==> config.mk <==
export PLATFORM = sky130hd
export DESIGN_NAME = cont_mod_n
export DESIGN_NICKNAME = d
export VERILOG_FILES = /design/src/rtl/cont_mod_n.sv
export SDC_FILE = /design/constraint.sdc
export NUM_CORES = 1
export LEC_CHECK = 0
export CELL_PAD_IN_SITES_DETAIL_PLACEMENT = 1
export CELL_PAD_IN_SITES_GLOBAL_PLACEMENT = 1
export CORE_MARGIN = 3
export CORE_UTILIZATION = 29
export DETAILED_ROUTE_END_ITERATION = 10
export MAX_ROUTING_LAYER = met4
export PLACE_DENSITY = 0.84
export REMOVE_ABC_BUFFERS = 1
export SLEW_MARGIN = 20
export SYNTH_ARGS = -nofsm -noshare
export SYNTH_HDL_FRONTEND = slang
export SYNTH_SLANG_ARGS = --single-unit
==> constraint.sdc <==
create_clock -name clock -period 1.85 [get_ports clock]
set_clock_uncertainty 0.2 [all_clocks]
set_input_delay 0.37 -clock clock [delete_from_list [all_inputs] [get_ports clock]]
set_output_delay 0.37 -clock clock [all_outputs]
set_load 0.05 [all_outputs]
==> src/rtl/cont_mod_n.sv <==
// -----------------------------------------------------------------------------
// cont_mod_n : parametrised modulo-N up/down counter with terminal count
//
// Counts 0..MODULUS-1 in either direction. It has a count enable, a synchronous
// parallel load, and a combinational terminal-count output for building
// multi-digit chains. The default parameters give the classic mod-13
// up-counter.
//
// Parameters
//   WIDTH      bit width of y; must satisfy 2**WIDTH >= MODULUS
//   MODULUS    number of count states (2..2**WIDTH)
//
// Ports
//   clock       in   single clock, all state updates on its rising edge
//   reset       in   synchronous active-high reset (highest priority)
//   enable      in   count enable; load is honoured regardless
//   up          in   1 = increment, 0 = decrement
//   load        in   synchronous parallel load strobe
//   load_value  in   WIDTH-bit value to load (out-of-range loads give 0)
//   y           out  registered count value
//   tc          out  terminal count: the next enabled edge wraps
//   wraps       out  8-bit registered wrap counter (only with the macro)
//
// Optional feature
//   CONT_WRAP_COUNT_EN  when defined, adds the wraps output, which counts
//                       every wrap in either direction and rolls over
//                       from 255 to 0.
// -----------------------------------------------------------------------------
module cont_mod_n #(
    parameter int WIDTH   = 4,
    parameter int MODULUS = 13
) (
    input  logic             clock,
    input  logic             reset,
    input  logic             enable,
    input  logic             up,
    input  logic             load,
    input  logic [WIDTH-1:0] load_value,
    output logic [WIDTH-1:0] y,
`ifdef CONT_WRAP_COUNT_EN
    output logic [7:0]       wraps,
`endif
    output logic             tc
);

    // Highest legal count value. When MODULUS == 2**WIDTH this is all ones,
    // and the explicit compare-and-wrap coincides with natural overflow.
    localparam logic [WIDTH-1:0] TOP_VAL = WIDTH'(MODULUS - 1);
    localparam logic [WIDTH-1:0] ONE     = WIDTH'(1);

    logic [WIDTH-1:0] y_reg;
    logic [WIDTH-1:0] y_next;
    logic             at_top;
    logic             at_bottom;
    logic             load_in_range;
    logic             wrap_now;

    assign at_top    = (y_reg == TOP_VAL);
    assign at_bottom = (y_reg == '0);

    // Compare at 32 bits so that MODULUS == 2**WIDTH does not overflow the
    // comparison constant.
    assign load_in_range = (32'(load_value) < 32'(MODULUS));

    // Terminal count depends only on the current inputs and state. A pending
    // load suppresses it because the load overrides the count on that edge.
    assign wrap_now = (up & at_top) | (~up & at_bottom);
    assign tc       = enable & ~load & wrap_now;

    // Next-state selection below reset: load > enable > hold.
    always_comb begin
        y_next = y_reg;
        if (load) begin
            y_next = load_in_range ? load_value : '0;
        end else if (enable) begin
            if (up) begin
                y_next = at_top ? '0 : (y_reg + ONE);
            end else begin
                y_next = at_bottom ? TOP_VAL : (y_reg - ONE);
            end
        end
    end

    always_ff @(posedge clock) begin
        if (reset) begin
            y_reg <= '0;
        end else begin
            y_reg <= y_next;
        end
    end

    assign y = y_reg;

`ifdef CONT_WRAP_COUNT_EN
    logic [7:0] wraps_reg;

    // tc already excludes load cycles, so loads never bump the wrap count.
    // Natural 8-bit overflow gives the silent 255 -> 0 rollover.
    always_ff @(posedge clock) begin
        if (reset) begin
            wraps_reg <= 8'd0;
        end else if (tc) begin
            wraps_reg <= wraps_reg + 8'd1;
        end
    end

    assign wraps = wraps_reg;
`endif

endmodule

* After elaboration in Yosys (flattened, before gate mapping) *
Cells that the tools add are included.

storage, ports and cells
  register bits after elaboration = 4
  bits of input ports = 9
  word-level logic and storage cells = 20

operators by class
  $add $sub $neg = 2
  order comparisons = 1
  eq/ne operators = 1
  multiplexer cells = 6
  bitwise logic cells = 7
  reduce and logical (&&, ||, !) cells = 2

operator list
  cell                                                count
  two-way mux 4 bit                                   6
  adder 4 x 1 -> 4 bit (second input constant)        1
  AND 1 bit                                           4
  equality test 4 bit (second input constant)         1
  zero test 4 bit                                     1
  less-than comparator 4 bit (second input constant)  1
  subtractor 4 x 1 -> 4 bit (second input constant)   1
  inverter 1 bit                                      2
  nonzero test 2 bit                                  1
  bitwise OR 1 bit                                    1

* Depth between registers and ports, before layout *
Gate-level depths: netlist (run 1).

  depth after elaboration = 5
  gate-level depth with buffers = 6
  gate-level depth less buffers = 6

* Worst setup path before layout (run 1) *
No wires, ideal clock.

  path type = reg2out
  start point = register y_reg[2] (netlist: y[2])
  end point = output port tc
  arrival time = 1.762 ns
  data required time = 1.280 ns
  slack = -0.482 ns
  cell stages (with the launch flop) = 5
  buffers on the path = 1
  cells stage by stage = dfxtp_1 buf_6 and3_1 o21ai_0 nor2_1

on the way
  cells in the longest elaborated chain, start to end = 4
  elaborated cells between the ends (all ways) = 6
  those cells by class = eq/ne (1); bitwise (4); reduce/logical (1)

RTL lines
  element                                                        line    text
  start, declared                                                51      logic [WIDTH-1:0] y_reg;
  start signal, assigned                                         88      y_reg <= y_next;
  equality test 4 bit / zero test 4 bit (equally long branches)  58, 59
  AND 1 bit                                                      67      assign wrap_now = (up & at_top) | (~up & at_bottom);
  bitwise OR 1 bit *                                             67
  AND 1 bit *                                                    68      assign tc = enable & ~load & wrap_now;
  end, declared                                                  43      output logic tc

Mark *: on every way between the ends. The rest lies on a longest branch, timed or not.

* Worst setup path after layout (run 1) *
  start point = input port up
  end point = output port tc

on the way
  cells in the longest elaborated chain, start to end = 4
  elaborated cells between the ends (all ways) = 5
  those cells by class = bitwise (5)

RTL lines
  element             line  text
  start, declared     36    input logic up,
  inverter 1 bit      67
  AND 1 bit           67
  bitwise OR 1 bit *  67
  AND 1 bit *         68

Marks and branches as above.

==> results of run 1 <==
[synth_stat cells (2+ instances only)]
master	n	share of area
nor2_1	6	0.054
buf_6	2	0.054
a211o_1	2	0.042
ha_1	3	0.090
and3_1	2	0.030
a21oi_1	2	0.024
a32oi_1	2	0.042
dfxtp_1	4	0.19
nand3_1	4	0.048
inv_1	4	0.036
nand2_1	3	0.027
nor3_1	2	0.024
o21ai_0	7	0.084
[power by group through the flow]
| stage | logic [uW] | clock network (uW) | registers (uW) |
|---|---|---|---|
| floorplan | 58.4 | 0 | 128 |
| global placement | 177 | 0 | 101 |
| detailed placement | 181 | 0 | 102 |
| CTS | 192 | 114 | 102 |
| global route | 228 | 116 | 105 |
| finish | 212 | 111 | 104 |
[metal layers]
metal	global-route usage	wire, um	part of all wire	vias to the layer above
met2	0.308	873	0.53	13
met4	0.0361	14	0.0085	0
met1	0.220	716	0.43	263
met3	0.0456	50	0.030	2
li1	-	-	-	264
met5	-	0	0	-
[through the flow]
| stage | std cells | cell area (um2) | hold slack [ps] | setup WS [ps] | setup TNS, ps |
|---|---|---|---|---|---|
| after floorplan | 54 | 389 | 232 | -496 | -1130 |
| after global placement | 91 | 656 | 389 | -237 | -943 |
| after detailed placement | 91 | 656 | 439 | -305 | -1160 |
| after CTS | 95 | 708 | 550 | 4.39 | 0 |
| after global routing | 96 | 763 | 546 | -32.3 | -32.3 |
| final | 96 | 763 | 531 | 10.2 | 0 |
[cells by family after synthesis]
group,count (synthesis),synth area share
DFF,4,0.193
AOI/OAI and AO/OA,20,0.331
buffers and inverters,7,0.0994
and+or+nand+nor,23,0.286
adders and majority gates,3,0.0904
[layout make-up]
type	instances	share of cell area
flip-flops and latches	4	0.113
clock buffers	3	0.0295
inverters	4	0.0197
multi-input cells	46	0.456
well taps	15	0.0246
repair buffers	24	0.357
[worst max path at each step]
stage	start	endpoint	slack [ps]
after detailed placement	up	y[3]$_SDFFE_PP0P_	-300
after global placement	up	y[2]$_SDFFE_PP0P_	-240
after CTS	enable	tc	4
after global routing	up	tc	-30
final	up	tc	10
after floorplan	y[2]$_SDFFE_PP0P_	tc	-500
[worst reg2reg max path: stages (launching register included)]
cell and delay [ps]:
dfxtp_1 360, buf_6 140, ha_1 170, nor2b_1 60, or3_1 310, a221o_1 340, a21oi_2 110
[what timing repair did]
| action | 4_1_cts | 5_1_grt |
|---|---|---|
| setup endpoints to repair | 3 | 2 |
| setup buffers | 1 | 1 |
| pin swaps | 1 | 2 |
| resized for setup | 9 | 12 |
==> impl_results.md, run 1 <==
- Worst slew margin: 0.825
- Fmax: 0.544 GHz
- Worst r2r src: y[1]$_SDFFE_PP0P_
- Grt total ovfl: 0
- CP delay by family, top: buffers and inverters
- Crit path depth: 5
- Avg Cell Area, Syn: 7.29 um2
- Max-slew violation count: 0
- Worst skew pair latency: 240 ps
- Post-Route WL: 1.65 mm
- Hold Fails Final Rpt: 0
- Die Span Y: 43.8 um
- Gr usage total: 0.184
- # nets final: 95
- Final worst path period share: 0.994
- Post-synth ARST share: 0
- Cells after Synth: 57
- Antenna diode instance count: 0
- Filler cell count: 153
- Worst Path Arrival: 1270 ps
- Multi-input combinational cell area: 348 um2
- 1st-iter DRT viols: 7
- MaxCap Viol Count: 0
- Internal power: 273 uW
- Post-DRT Antenna Nets: 0
- FF+latch count, synth: 4
- FF/Latch Area: 86.3 um2
- Register-to-Register Path Depth: 6
- First-pass GRT wire length: 2.61 mm
- Clock Sinks: 4
- Startpoint type of the worst setup path: input port
- Drc violations: 0
- Synthesis Warnings: 0
- Buf+Inv Stages, Crit Path: 2
- Min Tclk post-route: 1840 ps
- Antenna violations before repair: 0
- Worst-margin pin slew: 263 ps
- Switching part of the total: 0.358
- # port buffers: 13
- Chip width: 43.8 um
- Post-synth EDFFs: 0
- Cts hold-fix bufs: 0
- Total vias in the final route: 542
- Drt wl/cell: 17.2 um
- H-tree levels: 1
- Crit path cell chain: dlygate4sd2_1, and3_4, o21ai_2, nor2_4, buf_12
- Setup CP Type: input port to output pin
- Clock Path Buffers: 2
- CTS tree: yes
- Hold Crit Class: flop to flop
- Detailed Routing Iterations Pass 1: 4
- I/O pin cnt: 14
- Commonest cells after routing, fill and taps aside: buf_4 (8), clkdlybuf4s50_1 (7), o21ai_0 (6)
- Outcome: finished, final reports clean
- Core box area: 1320 um2
- CP Capture Type: output pin
- Max VDD drop: 0.362 mV
- R2R setup slack: 80 ps
- Die ar.: 1920 um2
- Largest net degree at the start of global routing: 9
- Reg power frac: 0.243
- Total power draw: 426 uW
- Yosys cell types: 27
- Sequential fraction of the synthesis area: 0.193
- Sw power: 153 uW
- Drt via density: 5.65
- Predominant post-synthesis flop cell: dfxtp_1
- CTS root buf: clkbuf_4
- Clk network pwr share: 0.260
- RR Endpoint: y[2]$_SDFFE_PP0P_
- Power Dens Cells: 558 nW/um2
- Largest register FFs: 4
- Core Rows: 13
- GPL Wtd Cong: 0.812
- Area growth syn-to-layout: 83.7%
- Initial core utilization: 0.315
- Delay of the slowest critical-path stage: 270 ps
- Worst Hold Path EP: y[3]$_SDFFE_PP0P_
- Fin util: 0.579
- Static leakage: 0.000309 uW
- # setup viols final: 0
- Vias in the first global route: 592
- Worst hold start: y[1]$_SDFFE_PP0P_
- Fraction of layout cells with a size suffix above 1: 0.420
- Logic pwr share: 0.497
- Most common cell after layout, fill and taps aside: buf_4
- Slowest-stage cell, CP: dlygate4sd2_1
- CTS clk-pin slew, worst paths: 40 ps
- Required @ worst endpoint: 1280 ps
- Hold path depth: 3
- Synthesized area: 415 um2
- Num CTS Buffers: 3
- Post-DP HPWL: 1.20 mm
- Critical-path maximum fanout: 3
Note: power is estimated with default switching activity, not from simulation.
==> inputs of run 2 (changes only) <==
- CAP_MARGIN: default -> 10
- RECOVER_POWER: default -> 50
==> run 2 against run 1 <==
Compared with the run above:
- global-route usage is the same
- die area is the same
- combinational power is essentially flat
- maximum frequency is the same
- highest routed layer unchanged
- first-iteration DRC count is the same
- critical endpoint unchanged
- cell count is the same
- core utilization shrank 0.28 points
- hold slack is the same
- non-clock buffer count is the same
==> impl_results.md, run 2 (synthesized netlist as in run 1, its figures left out) <==
- Outcome: finished, final reports clean
- Post-Layout Cell Count: 96 (unchanged)
- CP Launch Point: up
- Largest register FFs: 4 (unchanged)
- Hold Fails Final Rpt: 0 (unchanged)
- Critical-path maximum fanout: 3 (unchanged)
- Grt total ovfl: 0 (unchanged)
- Worst skew pair latency: 240 ps (about the same)
- CTS tree: yes
- Core Rows: 13 (unchanged)
- Cts hold-fix bufs: 0 (unchanged)
- Max VDD drop: 0.362 mV (about the same)
- Hold Crit Class: flop to flop
- # setup viols final: 0 (unchanged)
- CTS clk-pin slew, worst paths: 40 ps (about the same)
- Largest net degree at the start of global routing: 9 (unchanged)
- Antenna violations before repair: 0 (unchanged)
- Area growth syn-to-layout: 82.8%
- Power Dens Cells: 559 nW/um2 (+0.15%)
- Fraction of layout cells with a size suffix above 1: 0.407 (-0.0123)
- Worst-margin pin slew: 351 ps (+88.6 ps)
- Fmax: 0.544 GHz (unchanged)
- Static leakage: 0.000305 uW (-1.3%)
- Worst hold start: y[1]$_SDFFE_PP0P_
- Hold path depth: 3 (unchanged)
- First-pass GRT wire length: 2.61 mm (unchanged)
- Antenna diode instance count: 0 (unchanged)
- R2R setup slack: 80 ps (about the same)
- Post-DRT Antenna Nets: 0 (unchanged)
- MaxCap Viol Count: 0 (unchanged)
- Die ar.: 1920 um2 (unchanged)
- H-tree levels: 1 (unchanged)
- # nets final: 95 (unchanged)
- Required @ worst endpoint: 1280 ps (about the same)
- DP Area: 656 um2 (unchanged)
- Worst Hold Path EP: y[3]$_SDFFE_PP0P_
- Post-DP HPWL: 1.20 mm (unchanged)
- Detailed Routing Iterations Pass 1: 4 (unchanged)
- Inst Count DP: 91 (unchanged)
- Clock Sinks: 4 (unchanged)
- Total vias in the final route: 542 (unchanged)
- Drc violations: 0 (unchanged)
- GPL Wtd Cong: 0.812 (unchanged)
- Hold Slack: 531 ps (unchanged)
- CP Capture Type: output pin
- CTS root buf: clkbuf_4
- Post-Route WL: 1.65 mm (unchanged)
- Core box area: 1320 um2 (unchanged)
- 1st-iter DRT viols: 7 (unchanged)
- # port buffers: 13 (unchanged)
- Fin util: 0.576 (-0.00285)
- Die Span Y: 43.8 um (unchanged)
- Drt wl/cell: 17.2 um (unchanged)
- Vias in the first global route: 592 (unchanged)
- I/O pin cnt: 14 (unchanged)
- Max-slew violation count: 0 (unchanged)
- Chip width: 43.8 um (unchanged)
- Filler cell count: 153 (unchanged)
- Setup CP Type: input port to output pin
- RR Endpoint: y[2]$_SDFFE_PP0P_
- Clock Path Buffers: 2 (unchanged)
- Worst r2r src: y[1]$_SDFFE_PP0P_
- Commonest cells after routing, fill and taps aside: clkdlybuf4s50_1 (7), buf_4 (7), o21ai_0 (6)
- Final worst path period share: 0.994 (unchanged)
- Gr usage total: 0.184 (unchanged)
- Initial core utilization: 0.315 (unchanged)
- Design Area, Final: 759 um2 (-0.49%)
- Num CTS Buffers: 3 (unchanged)
- Worst slew margin: 0.766 (-0.0590)
- Register-to-Register Path Depth: 6 (unchanged)
- Min Tclk post-route: 1840 ps (unchanged)
- Startpoint type of the worst setup path: input port
- Drt via density: 5.65 (unchanged)
- Worst Path Arrival: 1270 ps (about the same)
-- run 2: what timing repair did --
| action | CTS | global route |
|---|---|---|
| endpoints found under the setup margin | 3 | 2 |
| cloned | 0 | 0 |
| setup buffers | 1 | 1 |
| pin swaps | 1 | 2 |
| gates resized for setup | 9 | 12 |
-- run 2: area by class of cell --
cell class	instances	area [um2]	share of cell area
clock buffers	3	22.5	0.0297
repair buffers	24	269	0.354
flip-flops and latches	4	86.3	0.114
multi-input cells	46	348	0.458
inverters	4	15.0	0.0198
well taps	15	18.8	0.0247
-- run 2: stage by stage --
| stage | total power [uW] | setup TNS (ps) | setup WS, ps |
|---|---|---|---|
| floorplan | 186 | -1130 | -496 |
| global placement | 278 | -943 | -237 |
| detailed placement | 283 | -1160 | -305 |
| CTS | 407 | 0 | 4.39 |
| global route | 447 | -32.3 | -32.3 |
| finish | 424 | 0 | 10.2 |
-- run 2: how the worst max path moves through the flow --
stage               cells past startpoint                 to
floorplan                               3                 tc
global placement                        6  y[2]$_SDFFE_PP0P_
detailed placement                      6  y[3]$_SDFFE_PP0P_
CTS                                     4                 tc
global route                            5                 tc
finish                                  5                 tc
-- run 2: power breakdown --
part	switching [uW]	leakage (uW)	internal, uW
sequential	9.70	0.0000344	93.9
clock	38.0	0.0000138	72.7
combinational	105	0.000257	105
total	153	0.000305	272
-- run 2: layer usage --
metal	global-route usage	part of all wire
met1	0.220	0.43
met2	0.308	0.53
met3	0.0456	0.030
met4	0.0361	0.0085
met5	-	0
-- run 2: critical path, cell delays in order --
cell and delay [ps]:
dlygate4sd2_1 270, and3_4 190, o21ai_2 210, nor2_4 80
buf_12 150
